File: src/rtl/pulse_profile_gen.sv
// Step pulse generator: three preset half-period dividers or a table-driven multi-segment profile, plus a free-running 1 Hz strobe.
// Define PROFILE_LOOP_EN to make the profile wrap to segment 0 forever instead of finishing in DONE.
module pulse_profile_gen #(
  parameter int unsigned CLK_HZ      = 100000000,
  parameter int unsigned DIV_W       = 32,
  parameter int unsigned DUR_W       = 8,
  parameter int unsigned SEG_AW      = 4,
  parameter int unsigned CNT_W       = 16,
  parameter int unsigned PRESET0_DIV = 1562500,
  parameter int unsigned PRESET1_DIV = 781250,
  parameter int unsigned PRESET2_DIV = 390625
) (
  input  logic              clk,
  input  logic              rst,
  input  logic              start,
  input  logic              stop,
  input  logic [1:0]        mode,
  input  logic [SEG_AW:0]   prof_len,
  input  logic              seg_we,
  input  logic [SEG_AW-1:0] seg_addr,
  input  logic [DIV_W-1:0]  seg_div,
  input  logic [DUR_W-1:0]  seg_dur,
  output logic              pulse,
  output logic              tick_1hz,
  output logic              busy,
  output logic              done,
  output logic [SEG_AW-1:0] cur_seg,
  output logic [CNT_W-1:0]  pulse_cnt
);

  localparam int unsigned DEPTH = 2 ** SEG_AW;
  localparam int unsigned PRE_W = (CLK_HZ > 1) ? $clog2(CLK_HZ) : 1;
  localparam logic [PRE_W-1:0] PRE_MAX = PRE_W'(CLK_HZ - 1);
  localparam logic [SEG_AW:0]  SEG_ONE = 1;

  typedef enum logic [1:0] {
    IDLE     = 2'd0,
    RUN_FIX  = 2'd1,
    RUN_PROF = 2'd2,
    DONE     = 2'd3
  } state_t;

  state_t            state_q, state_d;
  logic [DIV_W-1:0]  half_q, half_d;
  logic              pulse_q, pulse_d;
  logic [PRE_W-1:0]  pre_q, pre_d;
  logic [DUR_W-1:0]  sec_q, sec_d;
  logic [SEG_AW-1:0] cur_seg_q, cur_seg_d;
  logic [SEG_AW:0]   prof_len_q, prof_len_d;
  logic [DIV_W-1:0]  fix_div_q, fix_div_d;
  logic              done_q, done_d;
  logic [CNT_W-1:0]  pulse_cnt_q, pulse_cnt_d;
  logic [PRE_W-1:0]  tick_cnt_q, tick_cnt_d;
  logic              tick_q, tick_d;

  // Segment table: distributed RAM read asynchronously so a new segment's rate applies on its first cycle.
  logic [DIV_W-1:0] div_mem [DEPTH];
  logic [DUR_W-1:0] dur_mem [DEPTH];
  logic [DIV_W-1:0] rd_div;
  logic [DUR_W-1:0] rd_dur;
  logic             running;

  assign running = (state_q == RUN_FIX) || (state_q == RUN_PROF);
  assign rd_div  = div_mem[cur_seg_q];
  assign rd_dur  = dur_mem[cur_seg_q];

  always_ff @(posedge clk) begin
    if (seg_we && !running) begin
      div_mem[seg_addr] <= seg_div;
      dur_mem[seg_addr] <= seg_dur;
    end
  end

  logic [DIV_W-1:0] act_div;
  logic [DIV_W-1:0] step_half;
  logic             step_pulse;
  logic             seg_expire;
  logic             seg_last;

  always_comb begin
    act_div    = (state_q == RUN_PROF) ? rd_div : fix_div_q;
    step_half  = half_q + DIV_W'(1);
    step_pulse = pulse_q;
    if (act_div == '0) begin
      step_half  = '0;
      step_pulse = 1'b0;
    end else if (half_q == act_div - DIV_W'(1)) begin
      step_half  = '0;
      step_pulse = ~pulse_q;
    end
    // A zero-length segment expires on its first cycle.
    seg_expire = (rd_dur == '0) || ((pre_q == PRE_MAX) && (sec_q == rd_dur - DUR_W'(1)));
    seg_last   = (({1'b0, cur_seg_q} + SEG_ONE) == prof_len_q);
  end

  always_comb begin
    state_d     = state_q;
    half_d      = half_q;
    pulse_d     = pulse_q;
    pre_d       = pre_q;
    sec_d       = sec_q;
    cur_seg_d   = cur_seg_q;
    prof_len_d  = prof_len_q;
    fix_div_d   = fix_div_q;
    done_d      = done_q;
    pulse_cnt_d = pulse_cnt_q;

    case (state_q)
      IDLE, DONE: begin
        half_d  = '0;
        pulse_d = 1'b0;
        pre_d   = '0;
        sec_d   = '0;
        if (start && !stop) begin
          done_d      = 1'b0;
          pulse_cnt_d = '0;
          cur_seg_d   = '0;
          prof_len_d  = prof_len;
          if (mode != 2'd3) begin
            state_d = RUN_FIX;
            case (mode)
              2'd0:    fix_div_d = DIV_W'(PRESET0_DIV);
              2'd1:    fix_div_d = DIV_W'(PRESET1_DIV);
              default: fix_div_d = DIV_W'(PRESET2_DIV);
            endcase
          end else if (prof_len != '0) begin
            state_d = RUN_PROF;
          end else begin
            state_d = DONE;
            done_d  = 1'b1;
          end
        end
      end

      RUN_FIX: begin
        if (stop) begin
          state_d = IDLE;
          half_d  = '0;
          pulse_d = 1'b0;
        end else begin
          half_d  = step_half;
          pulse_d = step_pulse;
        end
      end

      RUN_PROF: begin
        if (stop) begin
          state_d = IDLE;
          half_d  = '0;
          pulse_d = 1'b0;
          pre_d   = '0;
          sec_d   = '0;
        end else if (seg_expire) begin
          half_d  = '0;
          pulse_d = 1'b0;
          pre_d   = '0;
          sec_d   = '0;
          if (seg_last) begin
`ifdef PROFILE_LOOP_EN
            cur_seg_d = '0;
`else
            state_d = DONE;
            done_d  = 1'b1;
`endif
          end else begin
            cur_seg_d = cur_seg_q + SEG_AW'(1);
          end
        end else begin
          half_d  = step_half;
          pulse_d = step_pulse;
          if (pre_q == PRE_MAX) begin
            pre_d = '0;
            sec_d = sec_q + DUR_W'(1);
          end else begin
            pre_d = pre_q + PRE_W'(1);
          end
        end
      end

      default: state_d = IDLE;
    endcase

    if (pulse_d && !pulse_q && (pulse_cnt_q != {CNT_W{1'b1}})) begin
      pulse_cnt_d = pulse_cnt_q + CNT_W'(1);
    end
  end

  // The 1 Hz strobe runs from reset regardless of the FSM.
  always_comb begin
    tick_d     = (tick_cnt_q == PRE_MAX);
    tick_cnt_d = (tick_cnt_q == PRE_MAX) ? '0 : tick_cnt_q + PRE_W'(1);
  end

  always_ff @(posedge clk) begin
    if (rst) begin
      state_q     <= IDLE;
      half_q      <= '0;
      pulse_q     <= 1'b0;
      pre_q       <= '0;
      sec_q       <= '0;
      cur_seg_q   <= '0;
      prof_len_q  <= '0;
      fix_div_q   <= '0;
      done_q      <= 1'b0;
      pulse_cnt_q <= '0;
      tick_cnt_q  <= '0;
      tick_q      <= 1'b0;
    end else begin
      state_q     <= state_d;
      half_q      <= half_d;
      pulse_q     <= pulse_d;
      pre_q       <= pre_d;
      sec_q       <= sec_d;
      cur_seg_q   <= cur_seg_d;
      prof_len_q  <= prof_len_d;
      fix_div_q   <= fix_div_d;
      done_q      <= done_d;
      pulse_cnt_q <= pulse_cnt_d;
      tick_cnt_q  <= tick_cnt_d;
      tick_q      <= tick_d;
    end
  end

  assign pulse     = pulse_q;
  assign tick_1hz  = tick_q;
  assign busy      = running;
  assign done      = done_q;
  assign cur_seg   = cur_seg_q;
  assign pulse_cnt = pulse_cnt_q;

endmodule

File: config.mk
export PLATFORM = sky130hd
export DESIGN_NAME = pulse_profile_gen
export DESIGN_NICKNAME = d
export VERILOG_FILES = /design/src/rtl/pulse_profile_gen.sv
export SDC_FILE = /design/constraint.sdc
export NUM_CORES = 1
export LEC_CHECK = 0
export CORE_ASPECT_RATIO = 0.75
export CORE_UTILIZATION = 45
export CTS_BUF_LIST = sky130_fd_sc_hd__clkbuf_2 sky130_fd_sc_hd__clkbuf_4 sky130_fd_sc_hd__clkbuf_8
export CTS_CLUSTER_DIAMETER = 50
export DETAILED_ROUTE_END_ITERATION = 8
export MAX_ROUTING_LAYER = met4
export PLACE_DENSITY = 0.59
export SYNTH_ARGS = -nofsm -noshare
export SYNTH_HDL_FRONTEND = slang
export SYNTH_SLANG_ARGS = --single-unit
File: constraint.sdc
create_clock -name clk -period 10.25 [get_ports clk]
set_input_delay 3.075 -clock clk [delete_from_list [all_inputs] [get_ports clk]]
set_output_delay 3.075 -clock clk [all_outputs]
set_load 0.01 [all_outputs]
==> results.md, run 1 <==
- Die area: 74360 µm²
- Synth Net Count: 2226
- TritonCTS buffer count: 115
- WHS: 469.3 ps
- Syn-to-layout area delta: 12.75%
- Flops & latches, synth: 775
- Sw Share: 25.46%
- Cell-internal power: 5.065 mW
- Post-CTS Setup Bufs: 0
- CTS tree: built
- Fin nets: 2364
- Worst-skew pair later-pin latency: 760 ps
- Avg Synthesized Cell Area: 15.28 µm²
- Starting Density: 45.72%
- Run status: finished, final reports clean
- Post-CTS resize count: 0
- Placeable Area: 72110 µm²
- # clock sinks: 775
- CP required: 10920 ps
- Port bufs: 79
- DP Worst Slack: 3466 ps
- Die height: 236.4 µm
- Routed len/inst: 25.00 µm
- Min-delay src: prof_len_q[1]
- GP Congestion: 0.9836
- Slack of the critical path: 3409 ps
- Sequential share of the synthesized area: 66.49%
- DRT antenna net count: 0
- WP data arrival: 7510 ps
- Hold path endpoint: prof_len_q[1]
- Unrepaired setup endpoints after global routing: no
- Max-cap violation count: 0
- Worst slew pin tran: 974.7 ps
- Kind of critical path: reg -> reg
- Most frequent cells in the layout: edfxtp_1 (640), nor2_1 (167), dfxtp_1 (131)
- Initial antenna violation count: 3
- Final Hold Fails: 0
- Warnings, synthesis: 0
- First-pass GRT wire length: 124.6 mm
- H-tree depth: 3
- Cts hold-fix bufs: 0
- R2R depth: 14
- Post-synth EDFFs: 640
- Post-route DRC: 0
- PwrDens: 182.8 nW/µm²
- Pin count of the biggest net entering global routing: 103
- Yosys cell types: 95
- Min-delay worst type: reg -> reg
- CP Launch Type: flip-flop
- IO Count: 80
- Ys async rst share: 0%
- Slew Viols, Final: 0
- R2R setup slack: 3410 ps
- Share of cells above drive strength 1: 17.27%
- Total negative slack: 0 ps
- Die Wd: 314.6 µm
- Hold path depth: 2
- Clock share of power: 37.9%
- Sw Pwr: 1.730 mW
- Worst setup EP type: flip-flop
- Max VDD drop: 0.1121 mV
- Cells after synthesis: 2158
- Clock Skew: 40.51 ps
- WL final: 83.95 mm
- Vias: 19380
- Maximum clock rate: 146.2 MHz
- Placed wire-length estimate: 49.38 mm
- Pleak: 11.50 nW
- Vias per inst: 5.771
- FP Rows: 85
- Synthesized cell area: 32970 µm²
- Clk slew on worst S/H paths: 70 ps
- DRT iter0 DRCs: 1966
- Minimum clock period: 6841 ps
- Root buffer cell: clkbuf_8
- Longest Clk Path Bufs: 3
- Post-synth top flop: edfxtp_1
- Commonest non-fill, non-tap cell in the layout: edfxtp_1
- Setup Viol. Count Final: 0
- Vias in the first global route: 18890
- Relative slew slack: 35.02%
- Period utilisation layout: 66.74%
- Worst-path maximum fanout: 102
- Grt ovf: 0
- R2r endpoint: pulse_cnt[10]
- DRT Pass-1 Iters: 5
- Sequential power share: 51.5%
- Combinational share of power: 10.7%
- Total track usage: 23.44%
metal layers:
metal | global-route usage, % | wire length [µm]
met5 | - | 0
met4 | 4.751 | 1244
met1 | 34.06 | 39150
met3 | 4.405 | 5273
met2 | 34.43 | 38290
per-stage QoR:
| step | instance area, µm² | cells | power [mW] | utilization, % |
|---|---|---|---|---|
| after global placement | 34790 | 3136 | 4.269 | 48.25 |
| after detailed placement | 34790 | 3136 | 4.275 | 48.25 |
| after floorplan | 32970 | 2158 | 4.029 | - |
| final | 37170 | 3358 | 6.795 | 51.55 |
| after CTS | 37160 | 3354 | 6.840 | 51.54 |
| after global routing | 37170 | 3356 | 7.037 | 51.55 |
synthesized netlist by cell type, types with 17 or more instances:
library cell / count / area share, %
inv_1: 32 / 0.36
a22oi_1: 47 / 1.1
nand2_1: 118 / 1.3
nand3_1: 60 / 0.91
edfxtp_1: 640 / 58
or3_1: 17 / 0.32
clkbuf_1: 35 / 0.40
xor2_1: 70 / 1.9
mux2i_1: 120 / 3.6
nand4_1: 36 / 0.68
nor2b_1: 28 / 0.53
dfxtp_1: 135 / 8.2
o211ai_1: 23 / 0.52
xnor2_1: 65 / 1.7
nor2_1: 179 / 2.0
o21ai_0: 24 / 0.36
nor3_1: 39 / 0.59
a21oi_1: 57 / 0.87
and3_1: 22 / 0.42
buf_2: 32 / 0.49
mux4_2: 125 / 8.5
kinds of logic after synthesis:
group           synth area share [%]
flops                          66.49
compound gates                 5.397
xor+xnor                       3.655
buf+inv                        2.186
mux                            12.47
fa+ha+maj                     0.4554
simple gates                   9.351
flip-flops by register name, indices dropped and copies added, names as in the netlist, 2 cells and up, named ones only:
| signal | cells |
|---|---|
| cur_seg | 4 |
| div_mem | 512 |
| dur_mem | 128 |
| fix_div_q | 7 |
| half_q | 32 |
| pre_q | 27 |
| prof_len_q | 5 |
| pulse_cnt | 16 |
| sec_q | 8 |
| state_q | 2 |
| tick_cnt_q | 27 |
how the worst max path moves through the flow:
stage | start | endpoint | slack [ps] | cells after the start
finish | flip-flop | pulse_cnt[10] | 3410 | 14
detailed placement | flip-flop | pulse_cnt[10] | 3470 | 14
global route | flip-flop | pulse_cnt[10] | 2990 | 14
floorplan | seg_we | div_mem[0][0] | 3500 | 3
CTS | flip-flop | pulse_cnt[10] | 3440 | 14
global placement | flip-flop | pulse_cnt[10] | 3560 | 14
power by group through the flow:
stage,Sequential (mW),Clock [mW],Combinational [mW]
after floorplan,3.56,0,0.469
after global placement,3.56,0,0.706
after detailed placement,3.57,0,0.709
after CTS,3.50,2.63,0.712
after global routing,3.50,2.76,0.775
final,3.50,2.57,0.724
critical path, stage by stage, from the launching register on:
cell and delay (ps):
dfxtp_4 700, buf_12 610, buf_4 830, mux4_2 600
a221o_1 340, a21oi_2 230, nand4_2 200, nor3_1 670
nand4b_1 260, or4b_4 580, o2bb2a_4 210, and4b_1 220
nand4_2 360, or4_1 610, a31oi_1 160
cell type report:
type | instances | area, µm²
multi-input cells | 1253 | 10440
fillers | 5988 | 34930
flip-flops and latches | 775 | 21930
inverters | 33 | 123.9
diodes | 4 | 10.01
clock inverters | 73 | 541.8
well taps | 957 | 1197
clock buffers | 145 | 1833
repair buffers | 118 | 1091
No activity file was read; power rests on OpenSTA's default activity.
==> run 2, diff against run 1 <==
--- a/config.mk
+++ b/config.mk
@@ -11,7 +11,7 @@
 export CTS_CLUSTER_DIAMETER = 50
 export DETAILED_ROUTE_END_ITERATION = 8
 export MAX_ROUTING_LAYER = met4
-export PLACE_DENSITY = 0.59
+export PLACE_DENSITY = 0.61
 export SYNTH_ARGS = -nofsm -noshare
 export SYNTH_HDL_FRONTEND = slang
 export SYNTH_SLANG_ARGS = --single-unit
==> constraint.sdc (replaced) <==
create_clock -name clk -period 5.7 [get_ports clk]
set_input_delay 1.71 -clock clk [delete_from_list [all_inputs] [get_ports clk]]
set_output_delay 1.71 -clock clk [all_outputs]
set_load 0.01 [all_outputs]
==> run 2 against run 1 <==
Compared with the run above:
- clock skew down 8.7 ps
- total power up 82%
- die area unchanged
- clock power up 85%
- core utilization up 0.67 points
- cell count up 1.1%
- critical endpoint is now pulse_cnt[7]
- largest power group unchanged
==> results.md, run 2 (synthesis gave the netlist of run 1 again) <==
- PwrDens: 329.1 nW/µm² (+80%)
- Period utilisation layout: 93.66% (+27 points)
- First-pass GRT wire length: 125.4 mm (+0.64%)
- Biggest register: div_mem
- Max reg flops: 512 (unchanged)
- Longest Clk Path Bufs: 3 (unchanged)
- Kind of critical path: reg -> reg
- Grt ovf: 0 (unchanged)
- Port bufs: 79 (unchanged)
- Commonest non-fill, non-tap cell in the layout: edfxtp_1
- Die Wd: 314.6 µm (unchanged)
- Cell mode on critical path: nor4_1
- Pin count of the biggest net entering global routing: 60 (-42%)
- Die area: 74360 µm² (unchanged)
- Most frequent cells in the layout: edfxtp_1 (640), nor2_1 (167), dfxtp_1 (131)
- Total negative slack: 0 ps (unchanged)
- Die height: 236.4 µm (unchanged)
- Unrepaired setup endpoints after global routing: no
- Worst-skew pair later-pin latency: 740 ps (-20 ps)
- FP Rows: 85 (unchanged)
- Worst setup EP type: flip-flop
- Max VDD drop: 0.2025 mV (+81%)
- Cells along the critical path: mux4_2 > a22o_1 > nor2_1 > a41oi_2 > buf_4 > nor4_1 > nand4_1 > xnor2_1 > nor4_1 > nor2b_1 > and4_1 > a21oi_1 > o21a_1
- Clock Skew: 31.84 ps (-8.667 ps)
- DRT iter0 DRCs: 1897 (-3.5%)
- Minimum clock period: 5338 ps (-1503 ps)
- Worst slew pin tran: 1088 ps (+112.9 ps)
- Min-delay worst type: reg -> reg
- Final Hold Fails: 0 (unchanged)
- Initial antenna violation count: 4 (+1)
- Min-delay src: prof_len_q[0]
- Worst Path Buf+Inv: 1 (-1)
- Post-route DRC: 0 (unchanged)
- WP data arrival: 5960 ps (-1550 ps)
- Placeable Area: 72110 µm² (unchanged)
- CP max-delay cell: nor4_1
- # clock sinks: 775 (unchanged)
- CTS tree: built
- Vias: 19670 (+1.5%)
- Vias per inst: 5.793 (+0.37%)
- Slew Viols, Final: 0 (unchanged)
- Run status: finished, final reports clean
- Pleak: 11.76 nW (+2.3%)
- Maximum clock rate: 187.3 MHz (+28%)
- Fin nets: 2400 (+1.5%)
- Starting Density: 45.72% (unchanged)
- Largest regs: div_mem: 512 flops, dur_mem: 128 flops, half_q: 32 flops
- Filler instances: 5979 (-0.15%)
- Final Util: 52.22% (+0.67 points)
- DRT antenna net count: 0 (unchanged)
- TritonCTS buffer count: 114 (-0.87%)
- IO Count: 80 (unchanged)
- Clk slew on worst S/H paths: 70 ps (about the same)
- Largest stage delay, worst path: 690 ps (-140 ps)
- Relative slew slack: 26.73% (-8.3 points)
- Share of cells above drive strength 1: 18.95% (+1.7 points)
- Vias in the first global route: 19590 (+3.7%)
- CP Launch Type: flip-flop
- H-tree depth: 3 (unchanged)
- DRT Pass-1 Iters: 7 (+2)
- Max-cap violation count: 0 (unchanged)
- Placed wire-length estimate: 50.67 mm (+2.6%)
- Delay-heaviest family, CP: simple AND/OR/NAND/NOR gates
- Total track usage: 23.41% (-0.030 points)
- WL final: 83.45 mm (-0.59%)
- Routed len/inst: 24.58 µm (-1.7%)
- GP Congestion: 0.9436 (-4.1%)
- Syn-to-layout area delta: 14.21%
- Worst-path maximum fanout: 24 (-76%)
- Setup Viol. Count Final: 0 (unchanged)
- CP required: 6330 ps (-4590 ps)
- Root buffer cell: clkbuf_8
[run 2: per-stage QoR]
| stage | instance area [µm²] | std cells | setup slack [ps] | hold WS [ps] | power [mW] |
|---|---|---|---|---|---|
| 2_1_floorplan | 32970 | 2158 | 315.6 | 440.6 | 7.246 |
| 3_3_place_gp | 35170 | 3173 | 446.6 | 463.1 | 7.717 |
| 3_5_place_dp | 35170 | 3173 | 350.4 | 462.5 | 7.724 |
| 4_1_cts | 37640 | 3390 | 323.4 | 472.2 | 12.48 |
| 5_1_grt | 37650 | 3394 | 21.03 | 495.0 | 12.85 |
| 6_report | 37650 | 3395 | 361.7 | 473.0 | 12.39 |
[run 2: report_power, final]
part           leakage (nW)  internal [mW]  total [mW]  switching, mW
Combinational          3.58          0.485        1.34          0.853
Sequential             6.87           6.25        6.29         0.0408
Clock                  1.31           2.64        4.76           2.12
[run 2: area by class of cell]
type                       instances  area [µm²]  area share (%)
antenna                            5       12.51         0.03323
tap                              957        1197           3.180
clock buffer                     176        2116           5.619
clock inverter                    41       357.8          0.9503
inverter                          33       123.9          0.3290
multi-input combinational       1253       10450           27.74
sequential                       775       21930           58.25
timing repair buffer             155        1469           3.901
[run 2: worst paths after layout]
| check | to | slack [ps] | depth (start not counted) |
|---|---|---|---|
| max reg2reg | pulse_cnt[7] | 360 | 13 |
| min | prof_len_q[0] | 470 | 2 |
| max | pulse_cnt[7] | 360 | 13 |
| min reg2reg | prof_len_q[0] | 470 | 2 |
[run 2: worst reg2reg max path, stage by stage (launching register included)]
cell and delay [ps]:
dfxtp_4 650, mux4_2 610, a22o_1 260, nor2_1 530, a41oi_2 230, buf_4 210
nor4_1 690, nand4_1 260, xnor2_1 220, nor4_1 350, nor2b_1 240, and4_1 600
a21oi_1 150, o21a_1 200
[run 2: metal layers]
layer | vias to the layer above | track usage, % | routed length, µm
met2 | 731 | 34.51 | 38120
met3 | 105 | 4.493 | 6156
li1 | 8751 | - | -
met4 | 0 | 5.472 | 1528
met1 | 10080 | 33.55 | 37650
met5 | - | - | 0
[run 2: timing repair]
item                                    in CTS  in global routing
buffers inserted                             0                  0
resized for setup                            0                  1
endpoints found under the setup margin       0                  1
hold buffers                                 0                  0
==> run 3, diff against run 2 <==
--- a/config.mk
+++ b/config.mk
@@ -11,7 +11,7 @@
 export CTS_CLUSTER_DIAMETER = 50
 export DETAILED_ROUTE_END_ITERATION = 8
 export MAX_ROUTING_LAYER = met4
-export PLACE_DENSITY = 0.61
+export PLACE_DENSITY = 0.59
 export SYNTH_ARGS = -nofsm -noshare
 export SYNTH_HDL_FRONTEND = slang
 export SYNTH_SLANG_ARGS = --single-unit
==> constraint.sdc (replaced) <==
create_clock -name clk -period 5.86 [get_ports clk]
set_input_delay 1.758 -clock clk [delete_from_list [all_inputs] [get_ports clk]]
set_output_delay 1.758 -clock clk [all_outputs]
set_load 0.01 [all_outputs]
==> run 3 against run 2 <==
Compared with the run above:
- via count fell by 0.38%
- critical path depth did not move
- largest power group unchanged
- cell area fell by 0.42%
- total power fell by 4.9%
- sequential share of layout area rose by 0.24 points
- largest cell class unchanged
==> results.md, run 3 (synthesis gave the netlist of run 1 again) <==
- Run status: finished, final reports clean
- Placed wire-length estimate: 52.31 mm (+3.2%)
- Vias per inst: 5.773 (-0.35%)
- Min-delay worst type: reg -> reg
- WHS: 478.1 ps (+5.104 ps)
- Filler instances: 5989 (+0.17%)
- Pleak: 11.69 nW (-0.59%)
- Post-CTS resize count: 0 (unchanged)
- Slew Viols, Final: 0 (unchanged)
- Max reg flops: 512 (unchanged)
- DRT Pass-1 Iters: 7 (unchanged)
- IO Count: 80 (unchanged)
- Fin cells: 3394 (-0.029%)
- Longest Clk Path Bufs: 3 (unchanged)
- Root buffer cell: clkbuf_8
- PwrDens: 314.2 nW/µm² (-4.5%)
- H-tree depth: 3 (unchanged)
- Share of cells above drive strength 1: 18.49% (-0.46 points)
- Fin nets: 2413 (+0.54%)
- Period utilisation layout: 91.99% (-1.7 points)
- Vias: 19590 (-0.38%)
- Clock Skew: 23.21 ps (-8.636 ps)
- Port bufs: 79 (unchanged)
- Die Wd: 314.6 µm (unchanged)
- Total track usage: 23.58% (+0.16 points)
- Post-DP Area: 35220 µm² (+0.16%)
- DRT antenna net count: 0 (unchanged)
- Sequential power share: 52.0% (+1.2 points)
- Setup Viol. Count Final: 0 (unchanged)
- Total negative slack: 0 ps (unchanged)
- Starting Density: 45.72% (unchanged)
- Biggest register: div_mem
- Cell-internal power: 8.842 mW (-5.7%)
- Clock share of power: 36.7% (-1.7 points)
- Worst-skew pair later-pin latency: 750 ps (about the same)
- Syn-to-layout area delta: 13.73%
- Vias in the first global route: 19390 (-1.0%)
- Clk slew on worst S/H paths: 60 ps (about the same)
- DRT iter0 DRCs: 1937 (+2.1%)
- Post-Place Cells: 3182 (+0.28%)
- Cts hold-fix bufs: 0 (unchanged)
- CTS tree: built
- FP Rows: 85 (unchanged)
- Sw Share: 24.95% (+0.62 points)
- CP Launch Type: flip-flop
- Die area: 74360 µm² (unchanged)
- Commonest non-fill, non-tap cell in the layout: edfxtp_1
- Final Util: 52.00% (-0.22 points)
- Most frequent cells in the layout: edfxtp_1 (640), nor2_1 (167), dfxtp_1 (131)
- Post-route DRC: 0 (unchanged)
- WL final: 84.50 mm (+1.3%)
- DP Worst Slack: 487.7 ps (+137.3 ps)
- Relative slew slack: 37.75% (+11 points)
- Combinational share of power: 11.3% (+0.5 points)
- Design area: 37500 µm² (-0.42%)
- Die height: 236.4 µm (unchanged)
- Largest regs: div_mem: 512 flops, dur_mem: 128 flops, half_q: 32 flops
- Unrepaired setup endpoints after global routing: no
- Placeable Area: 72110 µm² (unchanged)
- Initial antenna violation count: 2 (-2)
- CP required: 6490 ps (+160 ps)
- Post-CTS Setup Bufs: 0 (unchanged)
- First-pass GRT wire length: 125.4 mm (about the same)
- Maximum clock rate: 185.5 MHz (-0.97%)
- Grt ovf: 0 (unchanged)
- Routed len/inst: 24.90 µm (+1.3%)
- Worst slew pin tran: 933.8 ps (-153.8 ps)
- Kind of critical path: reg -> reg
- Pin count of the biggest net entering global routing: 42 (-30%)
- Worst setup EP type: flip-flop
- # clock sinks: 775 (unchanged)
- WP data arrival: 6030 ps (+70 ps)
- Max-cap violation count: 0 (unchanged)
- Sw Pwr: 2.940 mW (-2.5%)
- Minimum clock period: 5390 ps (+52.07 ps)
- Worst-path maximum fanout: 31 (+29%)
- TritonCTS buffer count: 118 (+3.5%)
- Final Hold Fails: 0 (unchanged)
- GP Congestion: 0.9178 (-2.7%)
- Tot Pwr: 11.78 mW (-4.9%)
- Max VDD drop: 0.1937 mV (-4.3%)
- Slack of the critical path: 469.6 ps (+107.9 ps)
run 3: cell count changes in the layout (fill, tap and decap cells not counted), sizes merged:
cell | previous run | this run
bufinv | 6 | 1
inv | 35 | 34
clkbuf | 176 | 167
diode | 5 | 3
clkinv | 30 | 37
buf | 77 | 86
run 3: area by class of cell:
cell class | instances | area (µm²) | share of cell area [%]
repair buffers | 164 | 1524 | 4.064
clock inverters | 42 | 214.0 | 0.5706
inverters | 33 | 123.9 | 0.3303
multi-input cells | 1253 | 10440 | 27.85
well taps | 957 | 1197 | 3.193
clock buffers | 167 | 2054 | 5.479
flip-flops and latches | 775 | 21930 | 58.49
diodes | 3 | 7.507 | 0.02002
run 3: layer usage:
metal,wire length (µm),vias to the layer above,share of wire (%),track usage [%]
met2,38200,655,45,34.66
met1,39140,10030,46,34.06
li1,-,8771,-,-
met3,5633,134,6.7,4.203
met5,0,-,0,-
met4,1519,0,1.8,5.560
run 3: path summary, 6_finish.rpt:
kind	start	end	slack (ps)	depth (start not counted)
setup reg to reg	flip-flop	pulse_cnt[11]	470	13
hold / removal	prof_len_q[2]	prof_len_q[2]	480	2
hold reg to reg	prof_len_q[2]	prof_len_q[2]	480	2
setup / recovery	flip-flop	pulse_cnt[11]	470	13
run 3: power groups by stage:
| stage | clock network (mW) | registers [mW] | logic, mW |
|---|---|---|---|
| 4_1_cts | 4.43 | 6.12 | 1.32 |
| 3_3_place_gp | 0 | 6.23 | 1.31 |
| 5_1_grt | 4.66 | 6.13 | 1.43 |
| 6_report | 4.33 | 6.12 | 1.33 |
| 3_5_place_dp | 0 | 6.24 | 1.31 |
| 2_1_floorplan | 0 | 6.23 | 0.821 |
run 3: worst max-delay path, stage by stage (launching register included):
cell and delay, ps:
dfxtp_4 660, buf_12 310, mux4_2 550, a221o_1 340
a21oi_2 230, nand4_2 220, nor3_1 580, nand4b_1 250
or4b_4 550, a211oi_1 310, nand4_1 190, or4_4 500
nor3_2 200, mux2_1 330
